--- config.mk ---
export PLATFORM = sky130hd
export DESIGN_NAME = tpg_lfsr_param_flat
export DESIGN_NICKNAME = d
export VERILOG_FILES = /design/src/rtl/tpg_lfsr_param_if.sv /design/src/rtl/tpg_lfsr_param.sv /design/src/flat_wrapper.sv
export SDC_FILE = /design/constraint.sdc
export NUM_CORES = 1
export LEC_CHECK = 0
export BUFFER_PORTS_ARGS = -buffer_cell sky130_fd_sc_hd__buf_4
export CAP_MARGIN = 20
export CORE_MARGIN = 4
export CORE_UTILIZATION = 50
export CTS_CLUSTER_SIZE = 16
export DETAILED_ROUTE_END_ITERATION = 10
export PLACE_DENSITY = 0.73
export SYNTH_ARGS = -nofsm -noshare
export SYNTH_HDL_FRONTEND = slang
export SYNTH_SLANG_ARGS = --single-unit
--- constraint.sdc ---
create_clock -name clock -period 1.8 [get_ports clock]
set_input_delay 0.18 -clock clock [delete_from_list [all_inputs] [get_ports clock]]
set_output_delay 0.18 -clock clock [all_outputs]
set_load 0.05 [all_outputs]
--- src/rtl/tpg_lfsr_param_if.sv ---
// Control and pattern bus between the BIST controller (master) and the
// parametrised test-pattern generator (slave).
interface tpg_lfsr_param_if #(
    parameter int WIDTH = 3
);
    logic             start;
    logic             hold;
    logic             abort;
    logic             mode;
    logic [WIDTH-1:0] seed;
    logic [WIDTH:1]   dataout_tpg;
    logic             valid;
    logic             complete;
    logic [WIDTH:0]   pattern_count;

    modport master (
        output start, hold, abort, mode, seed,
        input  dataout_tpg, valid, complete, pattern_count
    );

    modport slave (
        input  start, hold, abort, mode, seed,
        output dataout_tpg, valid, complete, pattern_count
    );
endinterface

--- src/rtl/tpg_lfsr_param.sv ---
// Parametrised BIST test-pattern generator: maximal-length LFSR with optional
// de Bruijn zero insertion, or a binary up-counter, under run/hold/abort control.
module tpg_lfsr_param #(
    parameter int               WIDTH        = 3,
    parameter logic [WIDTH-1:0] TAPS         = 3'b110,
    parameter bit               INCLUDE_ZERO = 1'b1,
    parameter logic [WIDTH-1:0] RESET_SEED   = {{(WIDTH-1){1'b0}}, 1'b1}
) (
    input logic             clock,
    input logic             reset,
    tpg_lfsr_param_if.slave bus
);
    typedef enum logic [1:0] {IDLE, RUN, DONE} state_t;

    localparam logic [WIDTH:0] FULL_COUNT = {1'b1, {WIDTH{1'b0}}};
    localparam logic [WIDTH:0] LFSR_COUNT = FULL_COUNT - 1'b1;

    state_t         state;
    logic [WIDTH:1] pattern;
    logic [WIDTH:0] count;
    logic           valid;
    logic           complete;
    logic           mode_q;

    logic           feedback;
    logic [WIDTH:1] lfsr_next;
    logic [WIDTH:1] counter_next;
    logic [WIDTH:1] start_value;
    logic [WIDTH:0] n_pat;

    // Zero insertion flips the feedback whenever the shifted-out bits are all
    // zero, splicing 0 into the cycle right after the 100..0 pattern.
    always_comb begin
        feedback = ^(pattern & TAPS);
        if (INCLUDE_ZERO && (pattern[WIDTH-1:1] == '0)) begin
            feedback = ~feedback;
        end
        lfsr_next    = {pattern[WIDTH-1:1], feedback};
        counter_next = pattern + 1'b1;
        start_value  = bus.seed;
        if (!bus.mode && !INCLUDE_ZERO && (bus.seed == '0)) begin
            start_value = {{(WIDTH-1){1'b0}}, 1'b1};
        end
        n_pat = (mode_q || INCLUDE_ZERO) ? FULL_COUNT : LFSR_COUNT;
    end

    always_ff @(posedge clock or negedge reset) begin
        if (!reset) begin
            state    <= IDLE;
            pattern  <= RESET_SEED;
            count    <= '0;
            valid    <= 1'b0;
            complete <= 1'b0;
            mode_q   <= 1'b0;
        end else if (bus.abort) begin
            state    <= IDLE;
            count    <= '0;
            valid    <= 1'b0;
            complete <= 1'b0;
        end else begin
            case (state)
                IDLE, DONE: begin
                    valid <= 1'b0;
                    if (bus.start) begin
                        state    <= RUN;
                        pattern  <= start_value;
                        count    <= {{WIDTH{1'b0}}, 1'b1};
                        valid    <= 1'b1;
                        complete <= 1'b0;
                        mode_q   <= bus.mode;
                    end
                end
                RUN: begin
                    if (bus.hold) begin
                        valid <= 1'b0;
                    end else if (count == n_pat) begin
                        state    <= DONE;
                        valid    <= 1'b0;
                        complete <= 1'b1;
                    end else begin
                        pattern <= mode_q ? counter_next : lfsr_next;
                        count   <= count + 1'b1;
                        valid   <= 1'b1;
                    end
                end
                default: begin
                    state <= IDLE;
                    valid <= 1'b0;
                end
            endcase
        end
    end

    assign bus.dataout_tpg   = pattern;
    assign bus.valid         = valid;
    assign bus.complete      = complete;
    assign bus.pattern_count = count;
endmodule

--- src/flat_wrapper.sv ---
// flat-port wrapper written by rule: the top's interface ports become plain ports
module tpg_lfsr_param_flat 
#(
    parameter int               WIDTH        = 3,
    parameter logic [WIDTH-1:0] TAPS         = 3'b110,
    parameter bit               INCLUDE_ZERO = 1'b1,
    parameter logic [WIDTH-1:0] RESET_SEED   = {{(WIDTH-1){1'b0}}, 1'b1}
)
  (clock, reset, bus_start, bus_hold, bus_abort, bus_mode, bus_seed, bus_dataout_tpg, bus_valid, bus_complete, bus_pattern_count);
  tpg_lfsr_param_if #(.WIDTH(WIDTH)) bus_i ();
  input logic clock;
  input logic reset;
  input wire logic [$bits(bus_i.start)-1:0] bus_start;
  input wire logic [$bits(bus_i.hold)-1:0] bus_hold;
  input wire logic [$bits(bus_i.abort)-1:0] bus_abort;
  input wire logic [$bits(bus_i.mode)-1:0] bus_mode;
  input wire logic [$bits(bus_i.seed)-1:0] bus_seed;
  output wire logic [$bits(bus_i.dataout_tpg)-1:0] bus_dataout_tpg;
  output wire logic [$bits(bus_i.valid)-1:0] bus_valid;
  output wire logic [$bits(bus_i.complete)-1:0] bus_complete;
  output wire logic [$bits(bus_i.pattern_count)-1:0] bus_pattern_count;
  assign bus_i.start = bus_start;
  assign bus_i.hold = bus_hold;
  assign bus_i.abort = bus_abort;
  assign bus_i.mode = bus_mode;
  assign bus_i.seed = bus_seed;
  assign bus_dataout_tpg = bus_i.dataout_tpg;
  assign bus_valid = bus_i.valid;
  assign bus_complete = bus_i.complete;
  assign bus_pattern_count = bus_i.pattern_count;
  tpg_lfsr_param #(.WIDTH(WIDTH), .TAPS(TAPS), .INCLUDE_ZERO(INCLUDE_ZERO), .RESET_SEED(RESET_SEED)) u_core (.clock(clock), .reset(reset), .bus(bus_i));
endmodule
==> metrics.sh <==
SETUP.WORST_PATH.CLASS='flop to flop'
TOP_FLIP_FLOP_CELL_BY_INSTANCE_COUNT_AFTER_SYNTHESIS='sky130_fd_sc_hd__dfrtp_1'
PIN_SLEW_WITH_THE_LEAST_HEADROOM_TO_ITS_LIMIT_NS=0.2994
DESIGN_AREA_SQ_UM=948.4
CLOCK-SINKS=12
FINALCRITPERIODSHARE_PCT=87.02
SYN-NUM-NETS=89
YS_TOP_CELLS_BY_AREA='sky130_fd_sc_hd__dfrtp_1 37%, sky130_fd_sc_hd__ha_1 6.7%, sky130_fd_sc_hd__dfstp_2 3.5%, sky130_fd_sc_hd__nor2_1 3.5%, sky130_fd_sc_hd__xnor2_1 3.5%'
SYNTH.YOSYS.SEQ_AREA_SHARE_PCT=40.30
PATH_BUF_INV=1
DRTPASS1ITERATIONS=4
CTS_MAX_LEVEL=1
MET2_USAGE_PCT=25.82
CP_CELL_SEQUENCE='inv_1, ha_1, xnor2_1, xnor2_1, a221oi_2, a211oi_2'
LIBRARY_CELLS_USED_BY_SYNTHESIS=29
POSTROUTEANTENNANETS=0
REMAINING_DRCS=0
DESIGN.CORE.AREA_SQ_UM=1350
ROW_COUNT=13
CPMOSTUSEDCELL='sky130_fd_sc_hd__xnor2_1'
POST-LAYOUT-TOTAL-POWER_W=0.0009497
CTS_TREE='done'
GRT_FIRST_PASS_WIRELENGTH_UM=2497
GRT_BUSIEST_LAYER='met2'
VDD_IR_DROP_MAX_V=0.0005863
MAXSLEWHEADROOM_PCT=79.78
CRITPATHMAXSTAGEDELAY_NS=0.58
CRITPATHCAPTURETYPE='flop'
SYNTH_AREA_LEADER_CELL='sky130_fd_sc_hd__dfrtp_1'
IO-PIN-COUNT=18
FINALWIRELENGTH_UM=1523
SETUP_TOTAL_NEGATIVE_SLACK_NS=0
MAXIMUM_NUMBER_OF_PINS_ON_ONE_NET_BEFORE_GLOBAL_ROUTE_REPAIR=13
SYNTH_TOP_AREA_SHARE_PCT=36.79
HPWLAFTERDP_UM=1152
START_UTIL_PCT=55.42
MIN-DELAY-PATH-CLASS='primary input to flop'
POSTSYNTH.ASYNCRESETSHARE_PCT=100.0
LAYOUT-AREA-OVERHEAD-VS-SYNTH_PCT=26.76
POSTSYNTHAREAPERCELL_SQ_UM=9.845
DIE_WIDTH_UM=46.69
DRT_FIRST_ITER_VIOLATIONS=10
GRT.MET3_USAGE_PCT=3.906
TIMING.CRITICAL_PATH.SLOWEST_STAGE_CELL='sky130_fd_sc_hd__dfstp_2'
WORSTPATHREQUIRED_NS=2.00
FINAL_LAYOUT_SIZE_SUFFIX_GT1_SHARE_PCT=29.29
CP_TOP_FAMILY='flip-flops'
CLKLATENCYLATEPIN_NS=0.27
CLK_PIN_SLEW_WORST_PATHS_NS=0.08
GLOBAL_ROUTE.USAGE.MET1_PCT=21.14
CRITPATHLAUNCHTYPE='flop'
SYNTH_EDF_COUNT=0
SYNTH_TOP_CELLS_BY_COUNT='11 x sky130_fd_sc_hd__dfrtp_1, 7 x sky130_fd_sc_hd__nor2_1, 6 x sky130_fd_sc_hd__inv_1'
WIRELENGTH_PER_CELL_UM=13.36
GRT_PASS1_VIAS=545
GP_ROUTABILITY_CONGESTION=0.8580
SYN_AREA_SQ_UM=748.2
DRV.MAX_CAP_VIOLATION_COUNT=0
POSTSYNTHREGISTERBITS=12
CLOCK_PATH_BUFFERS=2
SKEW_NS=0.003730
WORST_EP_ARRIVAL_TIME_NS=1.76
POST_DRT_VIA_CELL_RATIO=5.421
SYNTHESIS.YOSYS.WARNINGS=0
PWR_DENSITY_CELL_nW_PER_UM2=1001
HOLD_VIOLATIONS=0
TOTAL_LEAKAGE_POWER_nW=0.4526
CTS_REPAIR_RESIZE_COUNT=0
SYNTHESIS.INSTANCES=76
GRT.TOTAL_USAGE_PCT=16.55
GRT_SETUP_UNREPAIRED='no'
SETUP_VIOL=0
N_ANTENNA_CELL=0
GLOBAL_ROUTE.OVERFLOW_TOTAL=0
FILLER_CELL_COUNT=110
FINALCRITICALPERIOD_NS=1.566
POSTPLACECELLAREA_SQ_UM=902.1
VIA_COUNT=618
CRIT_FANOUT=6
DIE-AREA_SQ_UM=2179
INSERTED_CLOCK_BUFFERS=3
MOST_COMMON_CELL_IN_THE_SYNTHESIZED_NETLIST='sky130_fd_sc_hd__dfrtp_1'
TIMING.FINAL.MAX_SLEW_VIOLATIONS=0
CLOCKROOTBUFFER='sky130_fd_sc_hd__clkbuf_4'
RUN_STATUS='completed'
GRT_ANTENNA_BEFORE_REPAIR=0
IO_BUFFERS=17
DIE_Y_UM=46.69
LAYOUT.NETS=113
FMAXACHIEVABLE_GHz=0.6384
## area by class of cell
cell class | instances | area [sq um] | share of cell area (%)
Clock buffer | 4 | 36.28 | 3.826
Timing Repair Buffer | 19 | 145.1 | 15.30
Inverter | 6 | 22.52 | 2.375
Tap cell | 15 | 18.77 | 1.979
Sequential cell | 12 | 301.5 | 31.79
Multi-Input combinational cell | 58 | 424.2 | 44.72
## power by group
group          total [W]  leakage [nW]  internal, W  switching (W)
Sequential      0.000360         0.156     0.000311      0.0000490
Combinational   0.000371         0.276     0.000150       0.000221
Clock           0.000219        0.0210     0.000123      0.0000957
## logic make-up after synthesis
group | count (synthesis) | share of synthesized area [%]
AND/OR/NAND/NOR | 25 | 20.07
AO/OA/AOI/OAI | 25 | 25.08
XOR/XNOR | 3 | 3.512
multiplexers | 1 | 1.338
flip-flops | 12 | 40.30
buffers and inverters | 6 | 3.010
adder cells (fa/ha/maj) | 4 | 6.689
## metal layers
metal  vias to the layer above  wire (um)  share of wire [%]
met3                         2         92                6.0
met1                       280        701                 46
met5                         -          0                  0
li1                        320          -                  -
met4                         0         12               0.79
met2                        16        717                 47
## worst reg2reg max path: cells and delay by family, from the launching register on
| family | cells | cell delay [ns] |
|---|---|---|
| compound gates | 2 | 0.28 |
| buf+inv | 1 | 0.09 |
| xor+xnor | 2 | 0.33 |
| flops | 1 | 0.58 |
| fa+ha+maj | 1 | 0.21 |
## cells in the final DEF (no fill, tap or decap), types with 2 or more instances in the layout
master	instances
sky130_fd_sc_hd__o21ai_0	3
sky130_fd_sc_hd__a211oi_1	3
sky130_fd_sc_hd__nand2_1	4
sky130_fd_sc_hd__dfrtp_1	11
sky130_fd_sc_hd__a21oi_1	4
sky130_fd_sc_hd__nor2_1	7
sky130_fd_sc_hd__clkbuf_4	3
sky130_fd_sc_hd__nor3_1	2
sky130_fd_sc_hd__inv_1	6
sky130_fd_sc_hd__ha_1	4
sky130_fd_sc_hd__xnor2_1	3
sky130_fd_sc_hd__nand2b_1	3
sky130_fd_sc_hd__nor2b_1	4
sky130_fd_sc_hd__a31oi_1	3
sky130_fd_sc_hd__buf_4	18
sky130_fd_sc_hd__o21ai_1	4
## flip-flops by register name, summed over array words and instances, names as in the netlist
name	cells
u_core.bus.valid	1
u_core.mode_q	1
u_core.bus.complete	1
u_core.state	2
u_core.bus.pattern_count	4
u_core.bus.dataout_tpg	3
## through the flow
step	util [%]	instances	setup slack [ns]	hold WS, ns
2_1_floorplan	-	76	0.05988	-0.1156
3_3_place_gp	66.82	109	0.2647	0.03183
3_5_place_dp	66.82	109	0.2553	0.03102
4_1_cts	70.25	114	0.2278	0.1009
5_1_grt	70.25	114	0.08184	0.1108
6_report	70.25	114	0.2336	0.1046
## timing repair
action | 4_1_cts | 5_1_grt
setup buffers | 0 | 0
hold buffers | 1 | 0
endpoints found under the hold margin | 12 | 0
## worst paths after layout
check | slack (ns) | cells past startpoint | to | start
hold / removal | 0.10 | 3 | u_core.mode_q | bus_mode
min in group asynchronous | 0.30 | 2 | u_core.bus.dataout_tpg[2] | reset
hold reg to reg | 0.55 | 1 | u_core.bus.pattern_count[3] | u_core.bus.pattern_count[3]
setup reg to reg | 0.23 | 6 | u_core.bus.dataout_tpg[1] | u_core.bus.dataout_tpg[1]
setup / recovery | 0.23 | 6 | u_core.bus.dataout_tpg[1] | u_core.bus.dataout_tpg[1]
max in group asynchronous | 1.27 | 2 | u_core.bus.dataout_tpg[1] | reset
No activity file was read; power rests on OpenSTA's default activity.
